`src/rtl/mul_seq_pkg.sv`:
```
// Shared constants and types for the multiply/popcount job sequencer: peripheral register map,
// status bit positions, FSM states and bus access descriptors.
package mul_seq_pkg;

  localparam logic [15:0] ADDR_A1   = 16'h037F;
  localparam logic [15:0] ADDR_A2   = 16'h0388;
  localparam logic [15:0] ADDR_CTRL = 16'h03A0;
  localparam logic [15:0] ADDR_W    = 16'h0390;
  localparam logic [15:0] ADDR_ONES = 16'h0398;

  localparam int unsigned STAT_READY = 1;
  localparam int unsigned STAT_VALID = 0;

  typedef enum logic [3:0] {
    StIdle, StWrA1, StWrA2, StWrStart, StWait,
    StRdStatus, StRdW0, StRdW1, StRdOnes, StPush
  } seq_state_t;

  typedef enum logic {ACC_RD, ACC_WR} acc_kind_t;

  typedef enum logic [1:0] {PhIdle, PhSetup, PhStrobe, PhHold} acc_phase_t;

  typedef struct packed {
    acc_kind_t   kind;
    logic [15:0] addr;
    logic [31:0] wdata;
  } acc_req_t;

  function automatic acc_req_t mk_req(acc_kind_t kind, logic [15:0] addr, logic [31:0] wdata);
    acc_req_t r;
    r.kind  = kind;
    r.addr  = addr;
    r.wdata = wdata;
    return r;
  endfunction

endpackage

```
`src/rtl/mul_job_sequencer_if.sv`:
```
// Job stream, peripheral bus and result stream of the sequencer; master is the sequencer side,
// slave is the side of the job source, peripheral and result consumer.
interface mul_job_sequencer_if;
  logic        job_valid;
  logic        job_ready;
  logic [23:0] job_a1;
  logic [23:0] job_a2;
  logic [15:0] m_address;
  logic        m_wr;
  logic        m_rd;
  logic [31:0] m_data_out;
  logic [31:0] m_data_in;
  logic        res_valid;
  logic        res_ready;
  logic [31:0] res_w;
  logic [23:0] res_ones;
  logic        res_ovf;
  logic        res_timeout;

  modport master (
    input  job_valid, job_a1, job_a2, m_data_in, res_ready,
    output job_ready, m_address, m_wr, m_rd, m_data_out,
    output res_valid, res_w, res_ones, res_ovf, res_timeout
  );

  modport slave (
    output job_valid, job_a1, job_a2, m_data_in, res_ready,
    input  job_ready, m_address, m_wr, m_rd, m_data_out,
    input  res_valid, res_w, res_ones, res_ovf, res_timeout
  );
endinterface

```
`src/rtl/mul_bus_access.sv`:
```
// Single peripheral access engine: SETUP (1 cycle), STROBE (STROBE_CYCLES), HOLD (1 cycle).
// done_o is high during HOLD; read data is captured at the end of the last strobe cycle.
module mul_bus_access
  import mul_seq_pkg::*;
#(
  parameter int unsigned STROBE_CYCLES = 2
) (
  input  logic        clk,
  input  logic        n_reset,
  input  logic        start_i,
  input  acc_kind_t   kind_i,
  input  logic [15:0] addr_i,
  input  logic [31:0] wdata_i,
  output logic        done_o,
  output logic [31:0] rdata_o,
  output logic [15:0] m_address_o,
  output logic        m_wr_o,
  output logic        m_rd_o,
  output logic [31:0] m_data_out_o,
  input  logic [31:0] m_data_in_i
);

  localparam int unsigned CntW = $clog2(STROBE_CYCLES + 1);

  acc_phase_t        phase_q;
  acc_kind_t         kind_q;
  logic [CntW-1:0]   cnt_q;
  logic [15:0]       addr_q;
  logic [31:0]       wdata_q;
  logic [31:0]       rdata_q;
  logic              wr_q;
  logic              rd_q;

  always_ff @(posedge clk or negedge n_reset) begin
    if (!n_reset) begin
      phase_q <= PhIdle;
      kind_q  <= ACC_RD;
      cnt_q   <= '0;
      addr_q  <= '0;
      wdata_q <= '0;
      rdata_q <= '0;
      wr_q    <= 1'b0;
      rd_q    <= 1'b0;
    end else begin
      case (phase_q)
        PhIdle: begin
          if (start_i) begin
            phase_q <= PhSetup;
            kind_q  <= kind_i;
            addr_q  <= addr_i;
            wdata_q <= (kind_i == ACC_WR) ? wdata_i : 32'h0;
          end
        end
        PhSetup: begin
          phase_q <= PhStrobe;
          cnt_q   <= '0;
          wr_q    <= (kind_q == ACC_WR);
          rd_q    <= (kind_q == ACC_RD);
        end
        PhStrobe: begin
          if (cnt_q == CntW'(STROBE_CYCLES - 1)) begin
            phase_q <= PhHold;
            wr_q    <= 1'b0;
            rd_q    <= 1'b0;
            if (kind_q == ACC_RD) rdata_q <= m_data_in_i;
          end else begin
            cnt_q <= cnt_q + 1'b1;
          end
        end
        PhHold:  phase_q <= PhIdle;
        default: phase_q <= PhIdle;
      endcase
    end
  end

  assign done_o       = (phase_q == PhHold);
  assign rdata_o      = rdata_q;
  assign m_address_o  = addr_q;
  assign m_wr_o       = wr_q;
  assign m_rd_o       = rd_q;
  assign m_data_out_o = wdata_q;

endmodule

```
`src/rtl/mul_job_sequencer.sv`:
```
// Job sequencer: buffers operand pairs, walks the multiply peripheral through write/start/poll/read
// and returns each product and popcount on the result stream, one job in flight at a time.
module mul_job_sequencer
  import mul_seq_pkg::*;
#(
  parameter int unsigned FIFO_DEPTH    = 4,
  parameter int unsigned STROBE_CYCLES = 2,
  parameter int unsigned START_WAIT    = 6,
  parameter int unsigned POLL_LIMIT    = 64
) (
  input  logic                clk,
  input  logic                n_reset,
  mul_job_sequencer_if.master bus,
  output logic                busy
);

  localparam int unsigned PtrW  = $clog2(FIFO_DEPTH);
  localparam int unsigned WaitW = $clog2(START_WAIT + 1);
  localparam int unsigned PollW = $clog2(POLL_LIMIT + 1);

  // Asserts asynchronously, releases on the second clock edge after n_reset rises.
  logic [1:0] rst_sync_q;
  logic       rst_n;
  always_ff @(posedge clk or negedge n_reset) begin
    if (!n_reset) rst_sync_q <= 2'b00;
    else          rst_sync_q <= {rst_sync_q[0], 1'b1};
  end
  assign rst_n = rst_sync_q[1];

  seq_state_t       state_q;
  acc_req_t         req_q;
  logic             start_q;
  logic [23:0]      a2_q;
  logic [WaitW-1:0] wait_q;
  logic [PollW-1:0] poll_q;
  logic             ovf_q;
  logic [31:0]      w_q;
  logic             res_valid_q, res_ovf_q, res_timeout_q;
  logic [31:0]      res_w_q;
  logic [23:0]      res_ones_q;
  logic             acc_done;
  logic [31:0]      acc_rdata;

  // Job FIFO: pointers carry a wrap bit; memory needs no reset since pointers define contents.
  logic [47:0]   fifo_q [FIFO_DEPTH];
  logic [PtrW:0] wr_ptr_q, rd_ptr_q;
  logic          full, empty, push, pop, rdy_en_q;
  logic [47:0]   head;

  assign empty = (wr_ptr_q == rd_ptr_q);
  assign full  = (wr_ptr_q[PtrW] != rd_ptr_q[PtrW]) &&
                 (wr_ptr_q[PtrW-1:0] == rd_ptr_q[PtrW-1:0]);
  assign head  = fifo_q[rd_ptr_q[PtrW-1:0]];
  assign pop   = (state_q == StIdle) && !empty;
  assign bus.job_ready = rdy_en_q && (!full || pop);
  assign push  = bus.job_valid && bus.job_ready;

  always_ff @(posedge clk) begin
    if (push) fifo_q[wr_ptr_q[PtrW-1:0]] <= {bus.job_a1, bus.job_a2};
  end

  always_ff @(posedge clk or negedge rst_n) begin
    if (!rst_n) begin
      wr_ptr_q <= '0;
      rd_ptr_q <= '0;
      rdy_en_q <= 1'b0;
    end else begin
      rdy_en_q <= 1'b1;
      if (push) wr_ptr_q <= wr_ptr_q + 1'b1;
      if (pop)  rd_ptr_q <= rd_ptr_q + 1'b1;
    end
  end

  always_ff @(posedge clk or negedge rst_n) begin
    if (!rst_n) begin
      state_q       <= StIdle;
      req_q         <= mk_req(ACC_RD, 16'h0, 32'h0);
      start_q       <= 1'b0;
      a2_q          <= '0;
      wait_q        <= '0;
      poll_q        <= '0;
      ovf_q         <= 1'b0;
      w_q           <= '0;
      res_valid_q   <= 1'b0;
      res_w_q       <= '0;
      res_ones_q    <= '0;
      res_ovf_q     <= 1'b0;
      res_timeout_q <= 1'b0;
    end else begin
      start_q <= 1'b0;
      case (state_q)
        StIdle: if (pop) begin
          a2_q    <= head[23:0];
          req_q   <= mk_req(ACC_WR, ADDR_A1, {8'h0, head[47:24]});
          start_q <= 1'b1;
          state_q <= StWrA1;
        end
        StWrA1: if (acc_done) begin
          req_q   <= mk_req(ACC_WR, ADDR_A2, {8'h0, a2_q});
          start_q <= 1'b1;
          state_q <= StWrA2;
        end
        StWrA2: if (acc_done) begin
          req_q   <= mk_req(ACC_WR, ADDR_CTRL, 32'h0);
          start_q <= 1'b1;
          state_q <= StWrStart;
        end
        StWrStart: if (acc_done) begin
          wait_q  <= '0;
          state_q <= StWait;
        end
        StWait: begin
          if (wait_q == WaitW'(START_WAIT - 1)) begin
            poll_q  <= '0;
            req_q   <= mk_req(ACC_RD, ADDR_CTRL, 32'h0);
            start_q <= 1'b1;
            state_q <= StRdStatus;
          end else begin
            wait_q <= wait_q + 1'b1;
          end
        end
        StRdStatus: if (acc_done) begin
          if (acc_rdata[STAT_READY]) begin
            ovf_q   <= !acc_rdata[STAT_VALID];
            req_q   <= mk_req(ACC_RD, ADDR_W, 32'h0);
            start_q <= 1'b1;
            state_q <= StRdW0;
          end else if (poll_q == PollW'(POLL_LIMIT - 1)) begin
            res_valid_q   <= 1'b1;
            res_w_q       <= '0;
            res_ones_q    <= '0;
            res_ovf_q     <= 1'b0;
            res_timeout_q <= 1'b1;
            state_q       <= StPush;
          end else begin
            poll_q  <= poll_q + 1'b1;
            start_q <= 1'b1;
          end
        end
        // W lags one read behind, so the first read only primes it.
        StRdW0: if (acc_done) begin
          start_q <= 1'b1;
          state_q <= StRdW1;
        end
        StRdW1: if (acc_done) begin
          w_q     <= acc_rdata;
          req_q   <= mk_req(ACC_RD, ADDR_ONES, 32'h0);
          start_q <= 1'b1;
          state_q <= StRdOnes;
        end
        StRdOnes: if (acc_done) begin
          res_valid_q   <= 1'b1;
          res_w_q       <= w_q;
          res_ones_q    <= acc_rdata[23:0];
          res_ovf_q     <= ovf_q;
          res_timeout_q <= 1'b0;
          state_q       <= StPush;
        end
        StPush: if (bus.res_ready) begin
          res_valid_q <= 1'b0;
          state_q     <= StIdle;
        end
        default: state_q <= StIdle;
      endcase
    end
  end

  mul_bus_access #(
    .STROBE_CYCLES(STROBE_CYCLES)
  ) u_access (
    .clk          (clk),
    .n_reset      (rst_n),
    .start_i      (start_q),
    .kind_i       (req_q.kind),
    .addr_i       (req_q.addr),
    .wdata_i      (req_q.wdata),
    .done_o       (acc_done),
    .rdata_o      (acc_rdata),
    .m_address_o  (bus.m_address),
    .m_wr_o       (bus.m_wr),
    .m_rd_o       (bus.m_rd),
    .m_data_out_o (bus.m_data_out),
    .m_data_in_i  (bus.m_data_in)
  );

  assign bus.res_valid   = res_valid_q;
  assign bus.res_w       = res_w_q;
  assign bus.res_ones    = res_ones_q;
  assign bus.res_ovf     = res_ovf_q;
  assign bus.res_timeout = res_timeout_q;
  assign busy            = (state_q != StIdle);

endmodule

```
`src/flat_wrapper.sv`:
```
// flat-port wrapper written by rule: the top's interface ports become plain ports
module mul_job_sequencer_flat import mul_seq_pkg::*;
#(
  parameter int unsigned FIFO_DEPTH    = 4,
  parameter int unsigned STROBE_CYCLES = 2,
  parameter int unsigned START_WAIT    = 6,
  parameter int unsigned POLL_LIMIT    = 64
)
  (clk, n_reset, busy, bus_job_valid, bus_job_a1, bus_job_a2, bus_m_data_in, bus_res_ready, bus_job_ready, bus_m_address, bus_m_wr, bus_m_rd, bus_m_data_out, bus_res_valid, bus_res_w, bus_res_ones, bus_res_ovf, bus_res_timeout);
  mul_job_sequencer_if bus_i ();
  input  logic clk;
  input  logic n_reset;
  output logic busy;
  input wire logic [$bits(bus_i.job_valid)-1:0] bus_job_valid;
  input wire logic [$bits(bus_i.job_a1)-1:0] bus_job_a1;
  input wire logic [$bits(bus_i.job_a2)-1:0] bus_job_a2;
  input wire logic [$bits(bus_i.m_data_in)-1:0] bus_m_data_in;
  input wire logic [$bits(bus_i.res_ready)-1:0] bus_res_ready;
  output wire logic [$bits(bus_i.job_ready)-1:0] bus_job_ready;
  output wire logic [$bits(bus_i.m_address)-1:0] bus_m_address;
  output wire logic [$bits(bus_i.m_wr)-1:0] bus_m_wr;
  output wire logic [$bits(bus_i.m_rd)-1:0] bus_m_rd;
  output wire logic [$bits(bus_i.m_data_out)-1:0] bus_m_data_out;
  output wire logic [$bits(bus_i.res_valid)-1:0] bus_res_valid;
  output wire logic [$bits(bus_i.res_w)-1:0] bus_res_w;
  output wire logic [$bits(bus_i.res_ones)-1:0] bus_res_ones;
  output wire logic [$bits(bus_i.res_ovf)-1:0] bus_res_ovf;
  output wire logic [$bits(bus_i.res_timeout)-1:0] bus_res_timeout;
  assign bus_i.job_valid = bus_job_valid;
  assign bus_i.job_a1 = bus_job_a1;
  assign bus_i.job_a2 = bus_job_a2;
  assign bus_i.m_data_in = bus_m_data_in;
  assign bus_i.res_ready = bus_res_ready;
  assign bus_job_ready = bus_i.job_ready;
  assign bus_m_address = bus_i.m_address;
  assign bus_m_wr = bus_i.m_wr;
  assign bus_m_rd = bus_i.m_rd;
  assign bus_m_data_out = bus_i.m_data_out;
  assign bus_res_valid = bus_i.res_valid;
  assign bus_res_w = bus_i.res_w;
  assign bus_res_ones = bus_i.res_ones;
  assign bus_res_ovf = bus_i.res_ovf;
  assign bus_res_timeout = bus_i.res_timeout;
  mul_job_sequencer #(.FIFO_DEPTH(FIFO_DEPTH), .STROBE_CYCLES(STROBE_CYCLES), .START_WAIT(START_WAIT), .POLL_LIMIT(POLL_LIMIT)) u_core (.clk(clk), .n_reset(n_reset), .bus(bus_i), .busy(busy));
endmodule
```
`config.mk`:
```
export PLATFORM = sky130hd
export DESIGN_NAME = mul_job_sequencer_flat
export DESIGN_NICKNAME = d
export VERILOG_FILES = /design/src/rtl/mul_seq_pkg.sv /design/src/rtl/mul_job_sequencer_if.sv /design/src/rtl/mul_bus_access.sv /design/src/rtl/mul_job_sequencer.sv /design/src/flat_wrapper.sv
export SDC_FILE = /design/constraint.sdc
export NUM_CORES = 1
export LEC_CHECK = 0
export BUFFER_PORTS_ARGS = -buffer_cell sky130_fd_sc_hd__buf_2
export CORE_MARGIN = 2
export CORE_UTILIZATION = 61
export DETAILED_ROUTE_END_ITERATION = 7
export GPL_TIMING_DRIVEN = 0
export PLACE_DENSITY = 0.93
export SLEW_MARGIN = 0
export SYNTH_ARGS = -nofsm -noshare
export SYNTH_HDL_FRONTEND = slang
export SYNTH_HIERARCHICAL = 1
export SYNTH_SLANG_ARGS = --single-unit
```
`constraint.sdc`:
```
create_clock -name clk -period 15.4 [get_ports clk]
set_input_delay 1.54 -clock clk [delete_from_list [all_inputs] [get_ports clk]]
set_output_delay 1.54 -clock clk [all_outputs]
set_load 0.01 [all_outputs]
```
==> results.py <==
metrics = {
    "logic_synthesis": {
        "synth.avg_cell_area_um2": 16.1,
        "synthArstFlopShare": 0.573,
        "ys_seq_elements": 450,
        "synth_edf_count": 192,
        "ys_seq_area_frac": 0.687,
        "synth_cells": 1108,
        "synth_ff_type": "dfrtp_1",
        "syn_area_mm2": 0.0178,
        "yosys.cell_types.count": 63,
        "yosysWarnings": 6,
    },
    "critical_path": {
        "crit_required_ns": 13.86,
        "crit_path_start_kind": "register",
        "crit_path_max_fanout": 5,
        "crit_start": "u_core/rd_ptr_q[1]",
        "endpoint_kind": "output port",
        "crit_arrival_ns": 2.11,
        "rr_startpoint": "u_core/rd_ptr_q[1]",
        "reg2reg_depth": 5,
        "rrSetupSlack_ns": 12.64,
        "critPathKind": "reg2out",
        "crit_end": "bus_job_ready",
        "r2r_end": "u_core/a2_q[19]",
    },
    "clock_tree": {
        "cts-resized-gates": 0,
        "cts_setup_buffers": 0,
        "cts_tree": "built",
        "cts.reportedPaths.clkPinSlew_ns": 0.06,
        "worst_skew_pair.late_latency_ns": 0.56,
        "postCtsHoldBufs": 0,
        "clockRootBuffer": "clkbuf_16",
        "clock-sinks": 450,
        "cts_buffers": 44,
        "cts.htree.levels": 2,
        "clk_path_buf_depth": 3,
    },
    "pwr": {
        "powerDensity_mw_per_mm2": 120,
        "leakage_nw": 9.30,
        "peakVddDrop_uv": 117,
    },
    "detailed_routing": {
        "vias": 10700,
        "postRouteAntennaNets": 0,
        "routed_wl_um": 40400,
        "drt_iter0_markers": 1261,
        "dr.pass1.iters": 5,
        "vias_per_cell": 5.95,
        "post_drt_wl_per_cell_um": 22.5,
        "drc": 0,
    },
    "floorplanning": {
        "dieArea_mm2": 0.0305,
        "io-pin-count": 195,
        "start_util": 0.620,
        "core_mm2": 0.0287,
        "rows": 62,
        "die_h_um": 175,
        "die_w_um": 175,
    },
    "sta": {
        "fin_crit_ns": 3.65,
        "slew_headroom": 0.453,
        "worst_pin_slew_ns": 0.821,
        "finClkSkew_ns": 0.0294,
        "rsz0062_at_grt": "no",
        "fmax_ghz": 0.274,
        "tns_ns": 0,
        "setup_ws_ns": 11.75,
        "setup_viol": 0,
        "period_share": 0.237,
        "final_hold_viol_count": 0,
        "slew_violations": 0,
    },
    "layout": {
        "area.growth.synth_to_final_pct": 17.4,
        "nNetsFinal": 1469,
        "num-fill-cells": 1732,
        "drive_gt1_frac": 0.330,
    },
    "global_routing": {
        "grt_pass1_vias": 11300,
        "antenna_found_initial": 8,
        "grt_use_total": 0.269,
        "grt-ovfl-total": 0,
        "grt_first_pass_wirelength_um": 63100,
        "grt_max_degree": 76,
    },
    "status": {
        "status": "complete, no violations",
    },
    "placed_design": {
        "dp_hpwl_um": 26000,
        "pre_cts_slack_ns": 12.16,
        "port-buffer-count": 194,
        "routabilityCongestion": 0.843,
    },
    "job": {
        "drv_cap": 0,
    },
    "worst_hold_path": {
        "holdPathStages": 0,
        "hold_class": "reg2reg",
    },
}
[cell usage after synthesis, drive strengths merged, types with 2 or more instances]
library cell  count  area [um^2]
a21oi            12         60.1
xnor2             4         35.0
conb              2         7.51
o211ai            3         27.5
nand2           111          419
a22oi             2         15.0
and2b             2         15.0
and3              3         18.8
nor2             15         56.3
nor3              2         10.0
nor2b             7         43.8
nor4              2         27.5
nand3             6         35.0
edfxtp          192         5770
nor4b             2         30.0
and2              4         25.0
o21ai            70          350
clkbuf           22         82.6
nand3b            4         42.5
ha               16          200
nand2b            6         37.5
mux2            140         1700
mux4             48         1080
o31a              3         35.0
o31ai             2         15.0
a31oi             2         12.5
xor2              9         78.8
mux2i             5         50.1
inv              37          139
dfrtp           258         6460
a22o             58          508
buf              41          228
[placed cells by master (no fill, tap or decap), types with 5 or more instances in the layout]
master and instances:
dfrtp_1 257, buf_2 223, edfxtp_1 192, nand2_1 110, mux2_2 65, o21ai_0 64
a22o_1 58, mux4_2 48, clkbuf_16 44, mux2_1 42, inv_1 35, clkbuf_1 33
mux2_4 33, ha_1 16, conb_1 16, nor2_1 15, a21oi_1 12, xor2_1 9
clkinv_2 7, clkinv_1 7, nor2b_1 7, nand2b_1 6, o21ai_1 6, diode_2 5
buf_1 5, nand3_1 5, mux2i_1 5
[logic make-up (layout without fill, tap and decap cells)]
group / count (synthesis) / count (layout) / synth area share
other: 2 / 21 / 0.000422
DFF: 450 / 450 / 0.687
adders and majority gates: 16 / 16 / 0.0113
xor gates and xnor gates: 13 / 13 / 0.00640
buffers and inverters: 100 / 381 / 0.0253
and+or+nand+nor: 170 / 170 / 0.0471
muxes: 193 / 193 / 0.159
AOI/OAI and AO/OA: 164 / 164 / 0.0634
[metrics by stage]
step	total power [mW]	utilization	area, um^2	hold slack [ns]	cells
after floorplan	1.43	-	17800	0.331	1122
after global routing	2.60	0.727	20900	0.370	1791
after detailed placement	1.49	0.678	19500	0.343	1707
after global placement	1.47	0.672	19300	0.337	1700
final	2.52	0.728	20900	0.357	1792
after CTS	2.53	0.727	20900	0.358	1787
[power breakdown]
part	internal [mW]	switching, mW	total (mW)	leakage (nW)
clock	0.600	0.445	1.04	0.689
combinational	0.0469	0.0786	0.125	3.38
sequential	1.32	0.0262	1.35	5.22
[layout make-up]
class | count | area (um^2) | area share
multi-input cells | 572 | 5180 | 0.248
well taps | 384 | 480 | 0.0230
clock inverters | 21 | 208 | 0.00995
repair buffers | 201 | 1130 | 0.0543
diodes | 5 | 12.5 | 0.000599
plain buffers | 63 | 310 | 0.0149
clock buffers | 59 | 1200 | 0.0573
flip-flops and latches | 450 | 12200 | 0.585
inverters | 37 | 139 | 0.00665
[worst min path at each step]
| stage | endpoint | startpoint |
|---|---|---|
| after global routing | u_core/rst_sync_q[1] | u_core/rst_sync_q[0] |
| final | u_core/rst_sync_q[1] | u_core/rst_sync_q[0] |
| after floorplan | u_core/rst_sync_q[1] | u_core/rst_sync_q[0] |
| after global placement | u_core/rst_sync_q[1] | u_core/rst_sync_q[0] |
| after CTS | u_core/rst_sync_q[1] | u_core/rst_sync_q[0] |
| after detailed placement | u_core/rst_sync_q[1] | u_core/rst_sync_q[0] |
[layer usage]
metal	GRT usage	vias up	wire (um)
met5	0	-	13
met4	0.0882	2	1050
met3	0.0537	96	3110
met2	0.469	506	21000
met1	0.340	5460	15200
li1	-	4595	-
[state kept, by name, indices dropped and copies added, names as in the netlist, 4 cells and up]
register / flops
u_core/u_access/rdata_o: 32
u_core/u_access/m_data_out_o: 32
u_core/req_q: 31
u_core/bus.res_w: 32
u_core/bus.res_ones: 24
u_core/w_q: 32
u_core/fifo_q: 192
u_core/u_access/m_address_o: 16
u_core/state_q: 4
u_core/poll_q: 7
u_core/a2_q: 24
[worst max-delay path: stages, from the launching register on]
cell	delay, ns
dfrtp_1	0.34
clkbuf_1	0.32
xor2_1	0.14
or2_1	0.29
o31a_1	0.29
buf_2	0.16
No activity file was read; power rests on OpenSTA's default activity.
